## src/rtl/sev_seg_pkg.sv

```systemverilog
// Shared types and helpers for the 7-segment scan controller.
package sev_seg_pkg;

    localparam int unsigned BcdW      = 4;
    localparam int unsigned MaxDigits = 8;

    typedef enum logic [0:0] {StDead, StOn} scan_state_e;

    // Active-low anode mask with every implemented digit switched off.
    function automatic logic [MaxDigits-1:0] anode_all_off(input int unsigned num_digits);
        logic [MaxDigits-1:0] mask;
        mask = '0;
        for (int unsigned i = 0; i < MaxDigits; i++) begin
            if (i < num_digits) begin
                mask[i] = 1'b1;
            end
        end
        return mask;
    endfunction

endpackage

```

## src/rtl/sev_seg_slot_timer.sv

```systemverilog
// Slot/digit sequencer: counts cycles within a digit slot and walks the digit index.
module sev_seg_slot_timer #(
    parameter int unsigned NumDigits  = 4,
    parameter int unsigned RefreshDiv = 100000,
    parameter int unsigned DeadCycles = 500,
    localparam int unsigned SlotW     = $clog2(RefreshDiv),
    localparam int unsigned IdxW      = $clog2(NumDigits)
) (
    input  logic            clk_i,
    input  logic            rst_ni,
    output logic [IdxW-1:0] digit_idx_o,
    output logic            in_dead_o,
    output logic            frame_end_o
);

    logic [SlotW-1:0] slot_cnt_q, slot_cnt_d;
    logic [IdxW-1:0]  digit_idx_q, digit_idx_d;
    logic             slot_end;

    // Next-state for the slot counter and digit index; index wraps explicitly.
    always_comb begin
        slot_end    = (slot_cnt_q == SlotW'(RefreshDiv - 1));
        slot_cnt_d  = slot_cnt_q + 1'b1;
        digit_idx_d = digit_idx_q;
        if (slot_end) begin
            slot_cnt_d = '0;
            if (digit_idx_q == IdxW'(NumDigits - 1)) begin
                digit_idx_d = '0;
            end else begin
                digit_idx_d = digit_idx_q + 1'b1;
            end
        end
    end

    // Counter registers with synchronous reset.
    always_ff @(posedge clk_i) begin
        if (!rst_ni) begin
            slot_cnt_q  <= '0;
            digit_idx_q <= '0;
        end else begin
            slot_cnt_q  <= slot_cnt_d;
            digit_idx_q <= digit_idx_d;
        end
    end

    assign digit_idx_o = digit_idx_q;
    assign in_dead_o   = (slot_cnt_q < SlotW'(DeadCycles));
    assign frame_end_o = slot_end && (digit_idx_q == IdxW'(NumDigits - 1));

endmodule

```

## src/rtl/sev_seg_scan_ctrl.sv

```systemverilog
// Multiplexed common-anode 7-segment scan controller with double-buffered value,
// dead time, leading-zero suppression and whole-display blinking.
module sev_seg_scan_ctrl
    import sev_seg_pkg::*;
#(
    parameter int unsigned NumDigits   = 4,
    parameter int unsigned RefreshDiv  = 100000,
    parameter int unsigned DeadCycles  = 500,
    parameter int unsigned BlinkFrames = 64
) (
    input  logic                      clk_i,
    input  logic                      rst_ni,
    input  logic                      load_i,
    input  logic [NumDigits*BcdW-1:0] value_i,
    input  logic                      blank_lz_i,
    input  logic                      blink_en_i,
    output logic [BcdW-1:0]           digit_bcd_o,
    output logic                      dec_blank_o,
    output logic [NumDigits-1:0]      anode_o,
    output logic                      load_ack_o,
    output logic                      frame_tick_o
);

    localparam int unsigned IdxW      = $clog2(NumDigits);
    localparam int unsigned BlinkCntW = (BlinkFrames > 1) ? $clog2(BlinkFrames) : 1;
    localparam int unsigned ValW      = NumDigits * BcdW;
    localparam logic [MaxDigits-1:0] AllOffWide  = anode_all_off(NumDigits);
    localparam logic [NumDigits-1:0] AnodeAllOff = AllOffWide[NumDigits-1:0];

    logic [IdxW-1:0] digit_idx;
    logic            in_dead;
    logic            frame_end;

    sev_seg_slot_timer #(
        .NumDigits  (NumDigits),
        .RefreshDiv (RefreshDiv),
        .DeadCycles (DeadCycles)
    ) u_slot_timer (
        .clk_i       (clk_i),
        .rst_ni      (rst_ni),
        .digit_idx_o (digit_idx),
        .in_dead_o   (in_dead),
        .frame_end_o (frame_end)
    );

    logic [ValW-1:0]      active_q, active_d;
    logic [ValW-1:0]      shadow_q, shadow_d;
    logic                 pending_q, pending_d;
    logic [BlinkCntW-1:0] blink_cnt_q, blink_cnt_d;
    logic                 blink_hidden_q, blink_hidden_d;
    logic [NumDigits-1:0] anode_q, anode_d;
    logic [BcdW-1:0]      digit_bcd_q, digit_bcd_d;
    logic                 dec_blank_q, dec_blank_d;
    logic                 load_ack_q, load_ack_d;
    logic                 frame_tick_q, frame_tick_d;

    logic [BcdW-1:0]      cur_bcd;
    logic                 cur_sup;
    logic [NumDigits-1:0] anode_on;
    scan_state_e          state;

    // Select the active digit; walk from the MSD down so the zero run covers digits above.
    always_comb begin
        logic lz_run;
        lz_run   = 1'b1;
        cur_bcd  = '0;
        cur_sup  = 1'b0;
        anode_on = AnodeAllOff;
        for (int i = NumDigits - 1; i >= 0; i--) begin
            lz_run = lz_run && (active_q[i*BcdW +: BcdW] == '0);
            if (digit_idx == IdxW'(i)) begin
                cur_bcd     = active_q[i*BcdW +: BcdW];
                cur_sup     = blank_lz_i && lz_run && (i != 0);
                anode_on[i] = 1'b0;
            end
        end
    end

    // Scan state and registered display outputs; state follows slot position only.
    always_comb begin
        state       = in_dead ? StDead : StOn;
        anode_d     = AnodeAllOff;
        dec_blank_d = 1'b1;
        digit_bcd_d = cur_bcd;
        unique case (state)
            StDead: ;
            StOn: begin
                if (!blink_hidden_q) begin
                    anode_d     = anode_on;
                    dec_blank_d = cur_sup;
                end
            end
            default: ;
        endcase
    end

    // Double-buffer commit, blink phase and frame pulses, all keyed to the frame boundary.
    always_comb begin
        active_d       = active_q;
        shadow_d       = shadow_q;
        pending_d      = pending_q;
        blink_cnt_d    = blink_cnt_q;
        blink_hidden_d = blink_hidden_q;
        load_ack_d     = frame_end && pending_q;
        frame_tick_d   = frame_end;
        if (frame_end && pending_q) begin
            active_d  = shadow_q;
            pending_d = 1'b0;
        end
        // A load on the boundary cycle lands after the commit and stays pending.
        if (load_i) begin
            shadow_d  = value_i;
            pending_d = 1'b1;
        end
        if (frame_end) begin
            if (blink_en_i) begin
                if (blink_cnt_q == BlinkCntW'(BlinkFrames - 1)) begin
                    blink_cnt_d    = '0;
                    blink_hidden_d = ~blink_hidden_q;
                end else begin
                    blink_cnt_d = blink_cnt_q + 1'b1;
                end
            end else begin
                blink_cnt_d    = '0;
                blink_hidden_d = 1'b0;
            end
        end
    end

    // State and output registers with synchronous active-low reset.
    always_ff @(posedge clk_i) begin
        if (!rst_ni) begin
            active_q       <= '0;
            shadow_q       <= '0;
            pending_q      <= 1'b0;
            blink_cnt_q    <= '0;
            blink_hidden_q <= 1'b0;
            anode_q        <= AnodeAllOff;
            digit_bcd_q    <= '0;
            dec_blank_q    <= 1'b1;
            load_ack_q     <= 1'b0;
            frame_tick_q   <= 1'b0;
        end else begin
            active_q       <= active_d;
            shadow_q       <= shadow_d;
            pending_q      <= pending_d;
            blink_cnt_q    <= blink_cnt_d;
            blink_hidden_q <= blink_hidden_d;
            anode_q        <= anode_d;
            digit_bcd_q    <= digit_bcd_d;
            dec_blank_q    <= dec_blank_d;
            load_ack_q     <= load_ack_d;
            frame_tick_q   <= frame_tick_d;
        end
    end

    assign anode_o      = anode_q;
    assign digit_bcd_o  = digit_bcd_q;
    assign dec_blank_o  = dec_blank_q;
    assign load_ack_o   = load_ack_q;
    assign frame_tick_o = frame_tick_q;

endmodule
```

## config.mk

```make
export PLATFORM = sky130hd
export DESIGN_NAME = sev_seg_scan_ctrl
export DESIGN_NICKNAME = d
export VERILOG_FILES = /design/src/rtl/sev_seg_pkg.sv /design/src/rtl/sev_seg_slot_timer.sv /design/src/rtl/sev_seg_scan_ctrl.sv
export SDC_FILE = /design/constraint.sdc
export NUM_CORES = 1
export LEC_CHECK = 0
export BUFFER_PORTS_ARGS = -buffer_cell sky130_fd_sc_hd__clkbuf_2
export CORE_MARGIN = 2
export CORE_UTILIZATION = 58
export DETAILED_ROUTE_END_ITERATION = 10
export PLACE_DENSITY = 0.84
export SYNTH_ARGS = -nofsm -noshare
export SYNTH_HDL_FRONTEND = slang
export SYNTH_SLANG_ARGS = --single-unit
```

## constraint.sdc

```tcl
create_clock -name clk_i -period 1.9 [get_ports clk_i]
set_input_delay 0.095 -clock clk_i [delete_from_list [all_inputs] [get_ports clk_i]]
set_output_delay 0.095 -clock clk_i [all_outputs]
set_load 0.1 [all_outputs]
```

Word level (Yosys, flattened, before mapping)
Cells that the tools add are included.
{ "totals": {"elab_cells": 58, "in_bits": 21, "out_inout_bits": 11, "ff_bits": 70} }
{ "op_classes": {"reduce_logical": 15, "order_cmp": 1, "muxes": 19, "n_bitwise": 2, "n_eq_ne": 6, "add_sub_neg": 3} }
{ "ops": {"columns": ["op", "n"], "rows": [
  ["adder 17 x 1 -> 17 bit (second input constant)", 1],
  ["equality test 17 bit (second input constant)", 1],
  ["less-than comparator 17 x 9 -> 1 bit (second input constant)", 1],
  ["2-to-1 mux 4 bit", 4],
  ["logical NOT 4 bit", 3],
  ["2-to-1 mux 1 bit", 12],
  ["2-to-1 mux 6 bit", 2],
  ["logical AND 1 bit", 7],
  ["adder 6 x 1 -> 6 bit (second input constant)", 1],
  ["equality test 6 bit (second input constant)", 1],
  ["equality test 2 bit (second input constant)", 2],
  ["OR reduction 3 bit", 1],
  ["adder 2 x 1 -> 2 bit (second input constant)", 1],
  ["equality test 2 x 1 -> 1 bit (second input constant)", 1],
  ["logical NOT 2 bit", 1],
  ["2-to-1 mux 2 bit", 1],
  ["!= test 2 x 1 -> 1 bit (second input constant)", 1],
  ["NOT 1 bit", 2],
  ["AND reduction 2 bit", 1],
  ["nonzero test 2 bit", 1],
  ["OR reduction 2 bit", 1]
]} }

Logic depth before layout (Yosys ltp)
{ "logic_depth": {"depth_word": 6, "ltp_mapped": 8, "ltp_nobuf": 6} }

Modules after synthesis
Synthesis repeated with hierarchy kept, for this count alone.
{ "hier_totals": {"hier_cells": 306, "area_unflattened_um2": 2982.9} }
{ "by_module_without_submodules": {"columns": ["mod", "seq_area_each_um2", "cells_per_inst", "instances", "area_each_um2"], "rows": [
  ["sev_seg_scan_ctrl", 1021.0, 207, 1, 2054.5],
  ["sev_seg_slot_timer", 380.4, 99, 1, 928.4]
]} }

Worst setup path after synthesis
No wires, ideal clock.
{ "synth_timing": {"path_kind": "reg-to-reg", "start": "register u_slot_timer.slot_cnt_q[0]", "end": "register active_q[0]", "path_buffers": 2, "setup_ps": 72, "synth_period_minus_slack_ps": 1758, "t_arrival_ps": 1686, "t_required_ps": 1828, "slack_ps": 142, "stages_incl_launch_ff": 8, "path_cell_list": "dfxtp_1 > ha_1 > and4_1 > buf_2 > nand2_1 > nor3_4 > buf_12 > mux2i_1"} }
{ "synth_via": {"elab_chain_len": 3} }
{ "synth_lines": {"columns": ["item", "line", "source"], "rows": [
  ["start: declaration", "sev_seg_slot_timer.sv:16", "logic [SlotW-1:0] slot_cnt_q, slot_cnt_d;"],
  ["start signal: assignment", "sev_seg_slot_timer.sv:41", "slot_cnt_q <= slot_cnt_d;"],
  ["equality test 17 bit", "sev_seg_slot_timer.sv:22", "slot_end = (slot_cnt_q == SlotW'(RefreshDiv - 1));"],
  ["logical AND 1 bit", "sev_seg_slot_timer.sv:48", "assign frame_end_o = slot_end && (digit_idx_q == IdxW'(NumDigits - 1));"],
  ["logical AND 1 bit", "sev_seg_scan_ctrl.sv:106", "if (frame_end && pending_q) begin"],
  ["end signal: assignment", "sev_seg_scan_ctrl.sv:144", "active_q <= active_d;"],
  ["end: declaration", "sev_seg_scan_ctrl.sv:46", "logic [ValW-1:0] active_q, active_d;"]
]} }
Every way passes these cells.
A chain may end at the register's enable or synchronous reset.

Final worst setup path
{ "layout_timing": {"start": "register u_slot_timer.slot_cnt_q[0]", "end": "register blink_cnt_q[3]"} }
{ "layout_via": {"elab_chain_len": 2} }
{ "layout_lines": {"columns": ["item", "line", "source"], "rows": [
  ["equality test 17 bit", "sev_seg_slot_timer.sv:22", null],
  ["logical AND 1 bit", "sev_seg_slot_timer.sv:48", null],
  ["end signal: assignment", "sev_seg_scan_ctrl.sv:147", "blink_cnt_q <= blink_cnt_d;"],
  ["end: declaration", "sev_seg_scan_ctrl.sv:49", "logic [BlinkCntW-1:0] blink_cnt_q, blink_cnt_d;"]
]} }
Every way passes these cells.

==> flow_metrics.env <==
export IMPL_status="completed"
export IMPL_cts_max_path_buffers=2
export IMPL_regToRegSetupSlack_ns=0.17
export IMPL_ys_ff_latch=70
export IMPL_internal_power_w=0.00208
export IMPL_ios=32
export IMPL_drt_antenna_violating_nets=0
export IMPL_crit_required_ns=2.14
export IMPL_path_class="flop to flop"
export IMPL_synthTopCellsByArea="dfxtp_1, mux2i_1, nand2_1, nor2_1, ha_1"
export IMPL_synth_area_per_cell_um2=9.13
export IMPL_nets=410
export IMPL_hp_class="input port to flop"
export IMPL_finalClockSkew_ns=0.0108
export IMPL_slowest_stage="and4_2"
export IMPL_async_flop_share_pct=0
export IMPL_p_switching_w=0.000671
export IMPL_start_util_pct=60.1
export IMPL_wl_per_cell_um=13.5
export IMPL_port_buffers=31
export IMPL_pwr_share_clk_pct=40.0
export IMPL_finalCriticalPeriod_ns=1.73
export IMPL_synth_compound_area_share_pct=8.81
export IMPL_area_delta_synth_final_pct=18.3
export IMPL_grt_pass1_wl_mm=10.5
export IMPL_sw_frac_of_total_pct=24.4
export IMPL_finalSetupViolations=0
export IMPL_yosysMostFrequentCell="dfxtp_1"
export IMPL_antenna_found_initial=0
export IMPL_synth_top_cell_by_area="dfxtp_1"
export IMPL_hold_ws_ns=0.0228
export IMPL_register_area_um2=1400
export IMPL_drv_slew=0
export IMPL_maxCapViolations=0
export IMPL_remaining_drc_errors=0
export IMPL_diodes=0
export IMPL_clk_pin_slew_ns=0.08
export IMPL_synthAdderAreaFrac_pct=2.45
export IMPL_post_cts_buffers=0
export IMPL_leakagePower_nw=1.40
export IMPL_slew_headroom_pct=61.9
export IMPL_combinationalPowerShare_pct=5.1
export IMPL_cts_tree="done"
export IMPL_ys_warn_count=0
export IMPL_finalHoldViolCount=0
export IMPL_overflow=0
export IMPL_ir_drop_mv=0.429
export IMPL_multi_input_area_um2=1530
export IMPL_r2r_start="u_slot_timer.slot_cnt_q[0]$_SDFF_PP0_"
export IMPL_crit_chain="ha_1 -> and4_1 -> and4_2 -> a21boi_1 -> o31a_1"
export IMPL_rows=26
export IMPL_nFillCells=391
export IMPL_syn_inst=336
export IMPL_track_usage_pct=22.4
export IMPL_rsz0062_at_grt="false"
export IMPL_arrival_ns=1.98
export IMPL_fp_dieH_um=76.7
export IMPL_synth_top_family_by_area="simple AND/OR/NAND/NOR gates"
export IMPL_synth_top_area_share_pct=45.7
export IMPL_cp_end_kind="flop"
export IMPL_max_stage_delay_ns=0.38
export IMPL_die_area_um2=5890
export IMPL_synth_xor_area_share_pct=3.43
export IMPL_worstMarginPinSlew_ns=0.572
export IMPL_root_buffer="clkbuf_8"
export IMPL_numCtsBuffers=9
export IMPL_gr_usage_met3_pct=4.47
export IMPL_fin_tns_setup_ns=0
export IMPL_cts_sinks=70
export IMPL_grt_max_degree=38
export IMPL_use_met1_pct=30.2
export IMPL_drive_gt1_share_pct=16.2
export IMPL_dr_pass1_iters=4
export IMPL_ys_top_cells_by_count="dfxtp_1, nand2_1, mux2i_1, nor2_1, a21oi_1"
export IMPL_synth_nets=363
export IMPL_worstSetupStartpoint="u_slot_timer.slot_cnt_q[0]$_SDFF_PP0_"
export IMPL_power_frac_seq_pct=54.9
export IMPL_htreeDepth=3
export IMPL_start_kind="flop"
export IMPL_crit_fanout=8
export IMPL_power_density_nw_per_um2=757
export IMPL_viasPerCell=5.39
export IMPL_synth_ff_type="dfxtp_1"
export IMPL_routabilityCongestion=0.850
export IMPL_drt_iter0_markers=130
export IMPL_die_x_um=76.7
export IMPL_grt_busiest_layer="met2"
export IMPL_synth_cell_types=43
export IMPL_synth_seq_area_share_pct=45.7
export IMPL_drt_wl_total_mm=6.16
export IMPL_finalCritPeriodShare_pct=91.2
export IMPL_min_from="blank_lz_i"
export IMPL_num_vias=2469
export IMPL_grt_pass1_vias=2276
export IMPL_use_met2_pct=34.4
export IMPL_synth_area_mux_share_pct=11.4
export IMPL_clock_latency_ns=0.35
export IMPL_clock_fmax_mhz=577
export IMPL_synth_simple_area_share_pct=23.7
export IMPL_synth_edff_count=0
export IMPL_core_area_um2=5110
export IMPL_place_detailed_hpwl_mm=4.16
export IMPL_syn_area_um2=3070
[area by class of cell]
class,instances,area share [%]
Timing Repair Buffer,55,10.5
Inverter,12,1.24
Clock inverter,6,1.31
Tap cell,70,2.41
Multi-Input combinational cell,235,42.1
Clock buffer,10,3.79
Sequential cell,70,38.6
[metrics by stage]
stage / instance area (um^2) / power, W / cells / setup WS [ns] / util (%)
final: 3630 / 0.00275 / 458 / 0.167 / 71.1
after global routing: 3630 / 0.00285 / 458 / 0.0212 / 71.1
after CTS: 3630 / 0.00276 / 458 / 0.104 / 71.0
after detailed placement: 3300 / 0.00166 / 428 / 0.106 / 64.7
after global placement: 3300 / 0.00166 / 428 / 0.172 / 64.7
after floorplan: 3070 / 0.00162 / 336 / 0.142 / -
[power groups by stage]
stage          Clock, W  Sequential [W]  Combinational (W)
2_1_floorplan         0         0.00154          0.0000779
3_3_place_gp          0         0.00154           0.000114
3_5_place_dp          0         0.00154           0.000117
4_1_cts         0.00111         0.00151           0.000140
5_1_grt         0.00119         0.00151           0.000155
6_report        0.00110         0.00151           0.000139
[critical path, delay by kind of cell (launching register included)]
kind	cells	cell delay, ns
compound gates	2	0.38
simple gates	2	0.67
flops	1	0.37
fa+ha+maj	1	0.21
[registers in the layout, summed over array words and instances (netlist names)]
register,count
frame_tick_o,1
blink_cnt_q,6
digit_bcd_o,4
anode_o,4
dec_blank_o,1
blink_hidden_q,1
pending_q,1
active_q,16
u_slot_timer.digit_idx_o,2
u_slot_timer.slot_cnt_q,17
load_ack_o,1
shadow_q,16
[routing by layer]
layer  vias to the layer above  wire length [um]
met5                         -                 0
met2                        59              2840
li1                       1266                 -
met4                         0               125
met1                      1131              2960
met3                        13               228
[cell families after synthesis]
family / after synthesis
mux: 35
xor+xnor: 12
compound gates: 42
buf+inv: 31
simple gates: 140
flops: 70
fa+ha+maj: 6
[layout by cell type (no fill, tap or decap), types with 5 or more instances in the layout]
cell	count
or3_1	5
nand3_1	9
dlygate4sd3_1	14
a21oi_1	14
ha_1	6
inv_1	12
mux2i_1	35
nor2_1	34
nand2_1	50
nor4_1	7
clkbuf_8	10
buf_4	9
xnor2_1	5
clkbuf_2	31
nand4_1	7
o21ai_0	6
xor2_1	7
dfxtp_1	70
[worst paths after layout]
check,to,depth (start not counted)
min,dec_blank_o$_SDFF_PP1_,3
max reg2reg,blink_cnt_q[3]$_SDFFE_PN0P_,5
min reg2reg,u_slot_timer.slot_cnt_q[0]$_SDFF_PP0_,1
max,blink_cnt_q[3]$_SDFFE_PN0P_,5
[timing repair]
| action | in CTS | in global routing |
|---|---|---|
| gates resized for setup | 0 | 1 |
| endpoints found under the hold margin | 14 | 0 |
| endpoints found under the setup margin | 0 | 1 |
| hold buffers | 14 | 0 |
(Power assumes the default switching activity.)
